File: src/rtl/usb_pkg.sv
`default_nettype none
// ============================================================================
// Module      : usb_pkg
// Description : Shared USB full-speed types and constants (TX/RX paths).
// Revision    : 1.0 - initial release
// ============================================================================
package usb_pkg;

    typedef enum logic [2:0] {
        TX_NONE  = 3'd0,
        TX_DATA0 = 3'd1,
        TX_ACK   = 3'd2,
        TX_NAK   = 3'd3,
        TX_STALL = 3'd4
    } tx_packet_t;

    localparam logic [3:0] c_PID_DATA0 = 4'h3;
    localparam logic [3:0] c_PID_ACK   = 4'h2;
    localparam logic [3:0] c_PID_NAK   = 4'hA;
    localparam logic [3:0] c_PID_STALL = 4'hE;

    typedef enum logic [1:0] {
        LINE_J   = 2'd0,
        LINE_K   = 2'd1,
        LINE_SE0 = 2'd2
    } line_state_t;

    localparam logic [15:0] c_CRC16_POLY    = 16'h8005;
    localparam logic [15:0] c_CRC16_INIT    = 16'hFFFF;
    localparam logic [15:0] c_CRC16_RESIDUE = 16'hB001;
    localparam logic [7:0]  c_SYNC_BYTE     = 8'h80;

    // Bits travel LSB first, so the serial CRC runs in reflected form.
    function automatic logic [15:0] reflect16(input logic [15:0] value);
        logic [15:0] result;
        for (int i = 0; i < 16; i++) result[i] = value[15-i];
        return result;
    endfunction

    localparam logic [15:0] c_CRC16_POLY_REFL = reflect16(c_CRC16_POLY);

    function automatic logic [7:0] pid_byte(input logic [2:0] code);
        logic [3:0] pid;
        case (code)
            3'd1:    pid = c_PID_DATA0;
            3'd2:    pid = c_PID_ACK;
            3'd3:    pid = c_PID_NAK;
            default: pid = c_PID_STALL;
        endcase
        return {~pid, pid};
    endfunction

endpackage
`default_nettype wire

File: src/rtl/usb_crc16.sv
`default_nettype none
// ============================================================================
// Module      : usb_crc16
// Description : Serial USB CRC16, one payload bit per shift_en, LSB first.
// Revision    : 1.0 - initial release
// ============================================================================
module usb_crc16
    import usb_pkg::*;
(
    input  logic        clk,
    input  logic        n_rst,
    input  logic        clear,
    input  logic        shift_en,
    input  logic        din,
    output logic [15:0] crc_out
);

    logic [15:0] r_crc;
    logic        w_fb;

    assign w_fb = din ^ r_crc[0];

    always_ff @(posedge clk) begin
        if (!n_rst) begin
            r_crc <= c_CRC16_INIT;
        end else if (clear) begin
            r_crc <= c_CRC16_INIT;
        end else if (shift_en) begin
            r_crc <= (r_crc >> 1) ^ (w_fb ? c_CRC16_POLY_REFL : 16'h0000);
        end
    end

    assign crc_out = r_crc;

endmodule
`default_nettype wire

File: src/rtl/usb_tx.sv
`default_nettype none
// ============================================================================
// Module      : usb_tx
// Description : USB FS packet transmitter: SYNC/PID/DATA/CRC16/EOP with NRZI
//               and bit stuffing, payload pulled from the TX data buffer.
// Revision    : 1.0 - initial release
// ============================================================================
module usb_tx
    import usb_pkg::*;
#(
    parameter int CLKS_PER_BIT = 8,
    parameter int MAX_PAYLOAD  = 64
) (
    input  logic       clk,
    input  logic       n_rst,
    input  logic [2:0] tx_packet,
    input  logic [7:0] tx_packet_data,
    input  logic [6:0] buffer_occupancy,
    output logic       get_tx_packet_data,
    output logic       tx_transfer_active,
    output logic       tx_error,
    output logic       dplus_out,
    output logic       dminus_out
);

    localparam int              CNT_W     = (CLKS_PER_BIT > 2) ? $clog2(CLKS_PER_BIT) : 1;
    localparam logic [CNT_W-1:0] c_RELOAD  = CNT_W'(CLKS_PER_BIT - 1);
    localparam logic [6:0]      c_MAX_LEN = 7'(MAX_PAYLOAD);

    typedef enum logic [2:0] {
        ST_IDLE   = 3'd0,
        ST_SYNC   = 3'd1,
        ST_PID    = 3'd2,
        ST_DATA   = 3'd3,
        ST_CRC_LO = 3'd4,
        ST_CRC_HI = 3'd5,
        ST_EOP    = 3'd6
    } state_t;

    state_t      r_state,   w_state_nxt;
    logic [CNT_W-1:0] r_bit_cnt, w_cnt_nxt;
    logic [7:0]  r_byte,    w_byte_nxt;
    logic [2:0]  r_bit_idx, w_bit_idx_nxt;
    logic [2:0]  r_ones,    w_ones_nxt;
    logic        r_level,   w_level_nxt;
    line_state_t r_line,    w_line_nxt;
    logic [1:0]  r_eop_cnt, w_eop_nxt;
    logic [6:0]  r_len,     w_len_nxt;
    logic [2:0]  r_pkt,     w_pkt_nxt;
    logic        r_active,  w_active_nxt;
    logic        r_error,   w_error_nxt;

    logic        w_tick, w_accept, w_stuff_due;
    logic        w_pop, w_crc_clear, w_crc_shift;
    logic        w_emit, w_emit_bit, w_load, w_to_eop;
    logic [7:0]  w_load_byte;
    logic [6:0]  w_occ_clamped;
    logic [15:0] w_crc;

    assign w_tick        = (r_bit_cnt == '0);
    assign w_accept      = (tx_packet != TX_NONE) && (tx_packet <= TX_STALL);
    assign w_stuff_due   = (r_ones == 3'd6);
    assign w_occ_clamped = (buffer_occupancy > c_MAX_LEN) ? c_MAX_LEN : buffer_occupancy;

    always_comb begin
        w_state_nxt   = r_state;
        w_cnt_nxt     = r_bit_cnt;
        w_byte_nxt    = r_byte;
        w_bit_idx_nxt = r_bit_idx;
        w_ones_nxt    = r_ones;
        w_level_nxt   = r_level;
        w_line_nxt    = r_line;
        w_eop_nxt     = r_eop_cnt;
        w_len_nxt     = r_len;
        w_pkt_nxt     = r_pkt;
        w_active_nxt  = r_active;
        w_error_nxt   = 1'b0;
        w_pop         = 1'b0;
        w_crc_clear   = 1'b0;
        w_crc_shift   = 1'b0;
        w_emit        = 1'b0;
        w_emit_bit    = 1'b0;
        w_load        = 1'b0;
        w_load_byte   = '0;
        w_to_eop      = 1'b0;

        case (r_state)
            ST_IDLE: begin
                if (w_accept) begin
                    w_state_nxt  = ST_SYNC;
                    w_pkt_nxt    = tx_packet;
                    w_len_nxt    = (tx_packet == TX_DATA0) ? w_occ_clamped : 7'd0;
                    w_active_nxt = 1'b1;
                    w_crc_clear  = 1'b1;
                    w_load       = 1'b1;
                    w_load_byte  = c_SYNC_BYTE;
                end
            end
            ST_EOP: begin
                if (!w_tick) begin
                    w_cnt_nxt = r_bit_cnt - CNT_W'(1);
                end else begin
                    w_cnt_nxt = c_RELOAD;
                    case (r_eop_cnt)
                        2'd0: w_eop_nxt = 2'd1;
                        2'd1: begin
                            w_eop_nxt   = 2'd2;
                            w_line_nxt  = LINE_J;
                            w_level_nxt = 1'b1;
                        end
                        default: begin
                            w_eop_nxt    = 2'd0;
                            w_state_nxt  = ST_IDLE;
                            w_active_nxt = 1'b0;
                        end
                    endcase
                end
            end
            default: begin
                // Byte states: a pending stuff bit always wins over the next data bit.
                if (!w_tick) begin
                    w_cnt_nxt = r_bit_cnt - CNT_W'(1);
                end else if (w_stuff_due) begin
                    w_emit     = 1'b1;
                    w_emit_bit = 1'b0;
                end else if (r_bit_idx != 3'd7) begin
                    w_bit_idx_nxt = r_bit_idx + 3'd1;
                    w_emit        = 1'b1;
                    w_emit_bit    = r_byte[w_bit_idx_nxt];
                    w_crc_shift   = (r_state == ST_DATA);
                end else begin
                    case (r_state)
                        ST_SYNC: begin
                            w_state_nxt = ST_PID;
                            w_load      = 1'b1;
                            w_load_byte = pid_byte(r_pkt);
                        end
                        ST_CRC_LO: begin
                            w_state_nxt = ST_CRC_HI;
                            w_load      = 1'b1;
                            w_load_byte = ~w_crc[15:8];
                        end
                        ST_CRC_HI: w_to_eop = 1'b1;
                        default: begin
                            if (r_pkt != TX_DATA0) begin
                                w_to_eop = 1'b1;
                            end else if (r_len == 7'd0) begin
                                w_state_nxt = ST_CRC_LO;
                                w_load      = 1'b1;
                                w_load_byte = ~w_crc[7:0];
                            end else if (buffer_occupancy == 7'd0) begin
                                w_error_nxt = 1'b1;
                                w_to_eop    = 1'b1;
                            end else begin
                                w_pop       = 1'b1;
                                w_state_nxt = ST_DATA;
                                w_len_nxt   = r_len - 7'd1;
                                w_load      = 1'b1;
                                w_load_byte = tx_packet_data;
                                w_crc_shift = 1'b1;
                            end
                        end
                    endcase
                end
            end
        endcase

        if (w_load) begin
            w_byte_nxt    = w_load_byte;
            w_bit_idx_nxt = 3'd0;
            w_emit        = 1'b1;
            w_emit_bit    = w_load_byte[0];
        end
        // NRZI: a raw 0 toggles the line, a raw 1 holds it.
        if (w_emit) begin
            w_level_nxt = w_emit_bit ? r_level : ~r_level;
            w_line_nxt  = w_level_nxt ? LINE_J : LINE_K;
            w_ones_nxt  = w_emit_bit ? r_ones + 3'd1 : 3'd0;
            w_cnt_nxt   = c_RELOAD;
        end
        if (w_to_eop) begin
            w_state_nxt = ST_EOP;
            w_line_nxt  = LINE_SE0;
            w_eop_nxt   = 2'd0;
            w_ones_nxt  = 3'd0;
            w_cnt_nxt   = c_RELOAD;
        end
    end

    always_ff @(posedge clk) begin
        if (!n_rst) begin
            r_state   <= ST_IDLE;
            r_bit_cnt <= c_RELOAD;
            r_byte    <= '0;
            r_bit_idx <= '0;
            r_ones    <= '0;
            r_level   <= 1'b1;
            r_line    <= LINE_J;
            r_eop_cnt <= '0;
            r_len     <= '0;
            r_pkt     <= '0;
            r_active  <= 1'b0;
            r_error   <= 1'b0;
        end else begin
            r_state   <= w_state_nxt;
            r_bit_cnt <= w_cnt_nxt;
            r_byte    <= w_byte_nxt;
            r_bit_idx <= w_bit_idx_nxt;
            r_ones    <= w_ones_nxt;
            r_level   <= w_level_nxt;
            r_line    <= w_line_nxt;
            r_eop_cnt <= w_eop_nxt;
            r_len     <= w_len_nxt;
            r_pkt     <= w_pkt_nxt;
            r_active  <= w_active_nxt;
            r_error   <= w_error_nxt;
        end
    end

    usb_crc16 u_crc (
        .clk      (clk),
        .n_rst    (n_rst),
        .clear    (w_crc_clear),
        .shift_en (w_crc_shift),
        .din      (w_emit_bit),
        .crc_out  (w_crc)
    );

    // The buffer advances on the pop edge, so no pop may leak out while in reset.
    assign get_tx_packet_data = w_pop & n_rst;
    assign tx_transfer_active = r_active;
    assign tx_error           = r_error;
    assign dplus_out          = (r_line == LINE_J);
    assign dminus_out         = (r_line == LINE_K);

endmodule
`default_nettype wire

File: config.mk
export PLATFORM = sky130hd
export DESIGN_NAME = usb_tx
export DESIGN_NICKNAME = d
export VERILOG_FILES = /design/src/rtl/usb_pkg.sv /design/src/rtl/usb_crc16.sv /design/src/rtl/usb_tx.sv
export SDC_FILE = /design/constraint.sdc
export NUM_CORES = 1
export LEC_CHECK = 0
export CORE_MARGIN = 2
export CORE_UTILIZATION = 60
export CTS_BUF_LIST = sky130_fd_sc_hd__clkbuf_8
export CTS_CLUSTER_SIZE = 40
export DETAILED_ROUTE_END_ITERATION = 7
export GPL_TIMING_DRIVEN = 1
export PLACE_DENSITY = 0.82
export SYNTH_ARGS = -nofsm -noshare
export SYNTH_HDL_FRONTEND = slang
export SYNTH_HIERARCHICAL = 1
export SYNTH_SLANG_ARGS = --single-unit
File: constraint.sdc
create_clock -name clk -period 3.15 [get_ports clk]
set_input_delay 0.4725 -clock clk [delete_from_list [all_inputs] [get_ports clk]]
set_output_delay 0.4725 -clock clk [all_outputs]
set_load 0.03 [all_outputs]
== Word-level counts from Yosys, hierarchy flattened ==
Index checks and enable logic that the tools add are counted.

* Flip-flop bits (word level): 53
* Output and inout port bits: 5

* Equal/unequal tests: 37
* Order comparisons: 3
* Add/sub/neg operators: 4
* Reduce and logical (&&, ||, !) cells: 36
* Bitwise gates (word level): 13
* Muxes and demuxes: 100

{| class="wikitable"
|+ Operators by type and width
! cell !! count
|-
| 7-bit two-way mux || 10
|-
| 8-bit two-way mux || 7
|-
| 1-bit two-way mux || 46
|-
| 3-bit two-way mux || 13
|-
| 9-bit AND reduction || 3
|-
| 8-bit case mux with 3 select lines || 1
|-
| 4-bit two-way mux || 5
|-
| 16-bit two-way mux || 1
|-
| 8-bit NOT || 2
|-
| 8-bit case mux with 2 select lines || 1
|-
| 15-bit by 16-bit XOR with 16-bit output || 1
|-
| 3-bit nonzero test || 5
|-
| 7-bit zero test || 2
|-
| 2-bit by 1-bit != test with 1-bit output, second input constant || 7
|-
| 7-bit case mux with 2 select lines || 1
|-
| 3-bit == test, second input constant || 4
|-
| 3-bit by 1-bit != test with 1-bit output, second input constant || 4
|-
| 3-bit != test, second input constant || 4
|-
| 6-bit by 2-bit != test with 1-bit output, second input constant || 2
|-
| 3-bit case mux with 2 select lines || 2
|-
| 4-bit case mux with 3 select lines || 1
|-
| 2-bit OR reduction || 6
|-
| 2-bit two-way mux || 5
|-
| 2-bit nonzero test || 5
|-
| other kinds (30) || 55
|}

== Logic depth before layout (Yosys ltp) ==
* Depth after elaboration: 18
* Gate-level depth with buffers: 13
* Gate-level depth less buffers: 12

== Cells and area by module ==
The synthesis kept the hierarchy.

{| class="wikitable"
|+ By module, submodules not included
! module !! sequential area each (um2) !! times used !! area an instance (um2) !! cells each
|-
| usb_tx || 740.7 || 1 || 2393.5 || 317
|-
| usb_crc16 || 320.3 || 1 || 604.3 || 58
|}

== Worst setup path before layout ==
No wires, ideal clock.

* Path type: register -> output
* Start: register r_bit_idx[0]
* End: output get_tx_packet_data
* Path buffers: 0
* Data arrival time: 2.351 ns
* Setup slack: 0.326 ns
* Stages on the path, launching flop included: 7
* Data required time: 2.677 ns
* Cells stage by stage: dfxtp_1 -> ha_1 -> ha_1 -> a21boi_1 -> and2_1 -> o311ai_0 -> nor3b_1

* Longest elaborated chain between the ends: 6

{| class="wikitable"
|+ RTL lines
! element !! RTL line !! RTL
|-
| start, declared || usb_tx.sv:43 || <nowiki>logic [2:0] r_bit_idx, w_bit_idx_nxt;</nowiki>
|-
| start signal, assigned || usb_tx.sv:208 || <nowiki>r_bit_idx <= w_bit_idx_nxt;</nowiki>
|-
| 3-bit != test || usb_tx.sv:126 || <nowiki>end else if (r_bit_idx != 3'd7) begin</nowiki>
|-
| 1-bit two-way mux || usb_tx.sv:126 ||
|-
| 1-bit two-way mux || usb_tx.sv:123 || <nowiki>end else if (w_stuff_due) begin</nowiki>
|-
| 1-bit two-way mux || usb_tx.sv:121 || <nowiki>if (!w_tick) begin</nowiki>
|-
| 1-bit two-way mux || usb_tx.sv:87 || <nowiki>case (r_state)</nowiki>
|-
| 1-bit bitwise AND || usb_tx.sv:230 || <nowiki>assign get_tx_packet_data = w_pop & n_rst;</nowiki>
|-
| end, declared || usb_tx.sv:19 || <nowiki>output logic get_tx_packet_data,</nowiki>
|}

Every way passes these cells.

== Worst setup path in the final report ==
Ends and elaborated chain as after synthesis.

==> flow_summary.ini <==
[finish]
instances_no_fill = 472
area_growth_syn_to_layout_pct = 16.53
antenna_cells = 0
drive_gt1_frac = 0.09630
fillers = 404
nNetsFinal = 431

[logic_synthesis]
syn_area_um2 = 2998
synth_xor_xnor_area_share = 0.02337
synth_compound_area_frac = 0.2550
synth.area.top_cells = dfxtp_1 35%, a21oi_1 5.7%, mux2i_1 5.3%
synth_simple_gate_area_frac = 0.2149
synth_top_area_share = 0.3539
netlist_top_cells_count = 53 x dfxtp_1, 40 x nor2_1, 35 x nand2_1
synthAdderAreaFrac = 0.02922
muxShareOfSynthArea = 0.07220
syn_avg_cell_area_um2 = 7.994
synth_seq_cells = 53
synth_top_area_cell = dfxtp_1
ys_seq_area_frac = 0.3539
synth_top_family_by_area = compound AO/OA/AOI/OAI gates
synth_cells = 375
synthArstFlopShare = 0
yosys_warnings = 6
yosysMostFrequentCell = dfxtp_1
ys_types = 57
synth_edf_count = 0
syn-num-nets = 402
ys.flop_type = dfxtp_1

[floorplan]
dieHeight_um = 74.69
core_um2 = 4786
initial_core_util = 0.6264
pin_count = 25
fp.dieW_um = 74.69
dieArea_um2 = 5578
num_rows = 25

[timing]
tightest_slew_ns = 0.5909
min_period_ns = 2.876
clock_skew_ns = 0.01033
slew_headroom = 0.6019
fmax_ghz = 0.3477
setup_viol = 0
drv_slew = 0
rsz0062_at_grt = no
timing.final.crit_share = 0.9131
setup-tns-final_ns = 0
hold_viol_final = 0

[setup_path]
critPathKind = register to output pin
r2r_setup_slack_ns = 0.28
cp-end-kind = output pin
critPathMaxStageDelay_ns = 0.43
arrival_ns = 2.40
cp.required_ns = 2.68
critPathMaxFanout = 5
cp_top_family = simple AND/OR/NAND/NOR gates
cp-start-kind = register
rr_worst_depth = 10
r2r-start = r_len[0]
critPathSlowestCell = dfxtp_1
critPathLaunch = r_bit_idx[0]
crit_chain = ha_1 -> ha_1 -> a21boi_1 -> and2_1 -> o311ai_0 -> buf_4 -> nor3b_1 -> buf_4
crit_buf_inv = 2
r2r-end = u_crc/crc_out[13]

[min_path]
hp-start = tx_transfer_active
min_path_cells = 2
min_to = tx_transfer_active
hp-class = register to register

[global_routing]
grt_start_max_net_pins = 20
overflow = 0
antenna_found_initial = 0
gr-max-usage-layer = met2
grt.total_usage = 0.2860
grt_first_pass_wirelength_um = 12210
grt_pass1_vias = 2694
grt_util_met3 = 0.03748
met1_usage = 0.3610
use_met2 = 0.5034

[run]
max_cap_violations = 0

[drt]
drt_iter0_drc = 359
viasPerCell = 6.091
drc = 0
dr.pass1.iters = 5
finalWirelength_um = 7546
antenna_left = 0
routedWlPerCell_um = 15.99
vias = 2875

[placed_design]
io_buffers = 24
gp_congestion = 0.9287
place_hpwl_um = 5600
dp_cells = 464

[cts]
cts.sinks = 53
clockRootBuffer = clkbuf_8
clock_latency_ns = 0.31
clkTransAtPathRegs_ns = 0.10
ctsResizeCount = 0
post_cts_buffers = 0
hold_buffers = 0
cts_tree = built
clockBufferDepth = 2
h-tree-depth = 2
cts_buffers = 5

[pwr]
clkPwrFrac = 0.159
leakage_uw = 0.001273
p_switching_uw = 1369
power_frac_seq = 0.300
combPwrFrac = 0.541
internal_power_uw = 1657
ir_worst_vdd_uv = 437.1
power_density_nw_per_um2 = 866.3
total_power_uw = 3026
switching_share = 0.4524

[outcome]
status = completed
==> state kept, by name, summed over array words and instances, names as in the netlist <==
signal	cells
u_crc/crc_out	16
r_byte	8
r_len	7
r_bit_cnt	3
r_bit_idx	3
r_ones	3
r_pkt	3
r_state	3
r_eop_cnt	2
r_line	2
r_level	1
tx_error	1
tx_transfer_active	1
==> tightest hold or removal path, cell delays in order, from the launching register on <==
cell,delay [ns]
dfxtp_1,0.32
o21ai_0,0.06
a21oi_1,0.06
==> layout by cell type, fill, tap and decap left out, drive strengths merged, types with 3 or more instances in the layout <==
cell type	n
nand2b	3
clkbuf	6
nor3	8
nand4	3
o22ai	7
o21bai	3
clkdlybuf4s50	23
inv	20
ha	7
o32ai	3
a211oi	8
a211o	3
xor2	4
dfxtp	53
a31oi	7
nor4	3
nand3	7
o21ai	30
nor2	40
nand2	35
mux2i	16
a21oi	34
nor3b	4
xnor2	4
nand3b	4
or3	7
nor2b	7
buf	19
a22oi	5
==> per-stage QoR <==
step,hold WS [ns],cell area (um2),util,setup slack (ns)
4_1_cts,0.4764,3493,0.7299,0.2676
3_5_place_dp,0.4626,3377,0.7056,0.1818
2_1_floorplan,0.4291,2998,-,0.3261
3_3_place_gp,0.4542,3377,0.7056,0.2398
5_1_grt,0.5040,3493,0.7299,0.05680
6_report,0.4813,3493,0.7299,0.2736
==> power by group through the flow <==
stage	Combinational (uW)	Clock, uW	Sequential, uW
6_report	1640	480	907
5_1_grt	1810	507	918
4_1_cts	1600	483	899
3_5_place_dp	1590	0	913
3_3_place_gp	1580	0	912
2_1_floorplan	1210	0	841
==> cells by family after synthesis <==
group | Yosys count
AOI/OAI and AO/OA | 119
xor gates and xnor gates | 8
adders and majority gates | 7
buffers and inverters | 39
DFF | 53
muxes | 19
and+or+nand+nor | 130
==> worst max path at each step <==
| stage | to | slack, ns | cells after the start |
|---|---|---|---|
| global placement | u_crc/crc_out[13] | 0.24 | 9 |
| CTS | get_tx_packet_data | 0.27 | 8 |
| finish | get_tx_packet_data | 0.27 | 8 |
| detailed placement | u_crc/crc_out[13] | 0.18 | 9 |
| global route | get_tx_packet_data | 0.06 | 8 |
| floorplan | get_tx_packet_data | 0.33 | 6 |
==> area by class of cell <==
| type | count | area [um2] | share of cell area |
|---|---|---|---|
| Clock buffer | 6 | 82.58 | 0.02364 |
| Multi-Input combinational cell | 283 | 1788 | 0.5118 |
| Clock inverter | 2 | 33.78 | 0.009670 |
| Tap cell | 67 | 83.83 | 0.02400 |
| Inverter | 19 | 71.32 | 0.02042 |
| Timing Repair Buffer | 42 | 372.9 | 0.1067 |
| Sequential cell | 53 | 1061 | 0.3037 |
==> routing by layer <==
layer | up-vias | wire length [um]
met5 | - | 0
met4 | 0 | 119
met3 | 13 | 455
met2 | 122 | 3687
met1 | 1322 | 3283
li1 | 1418 | -
(Power assumes the default switching activity.)
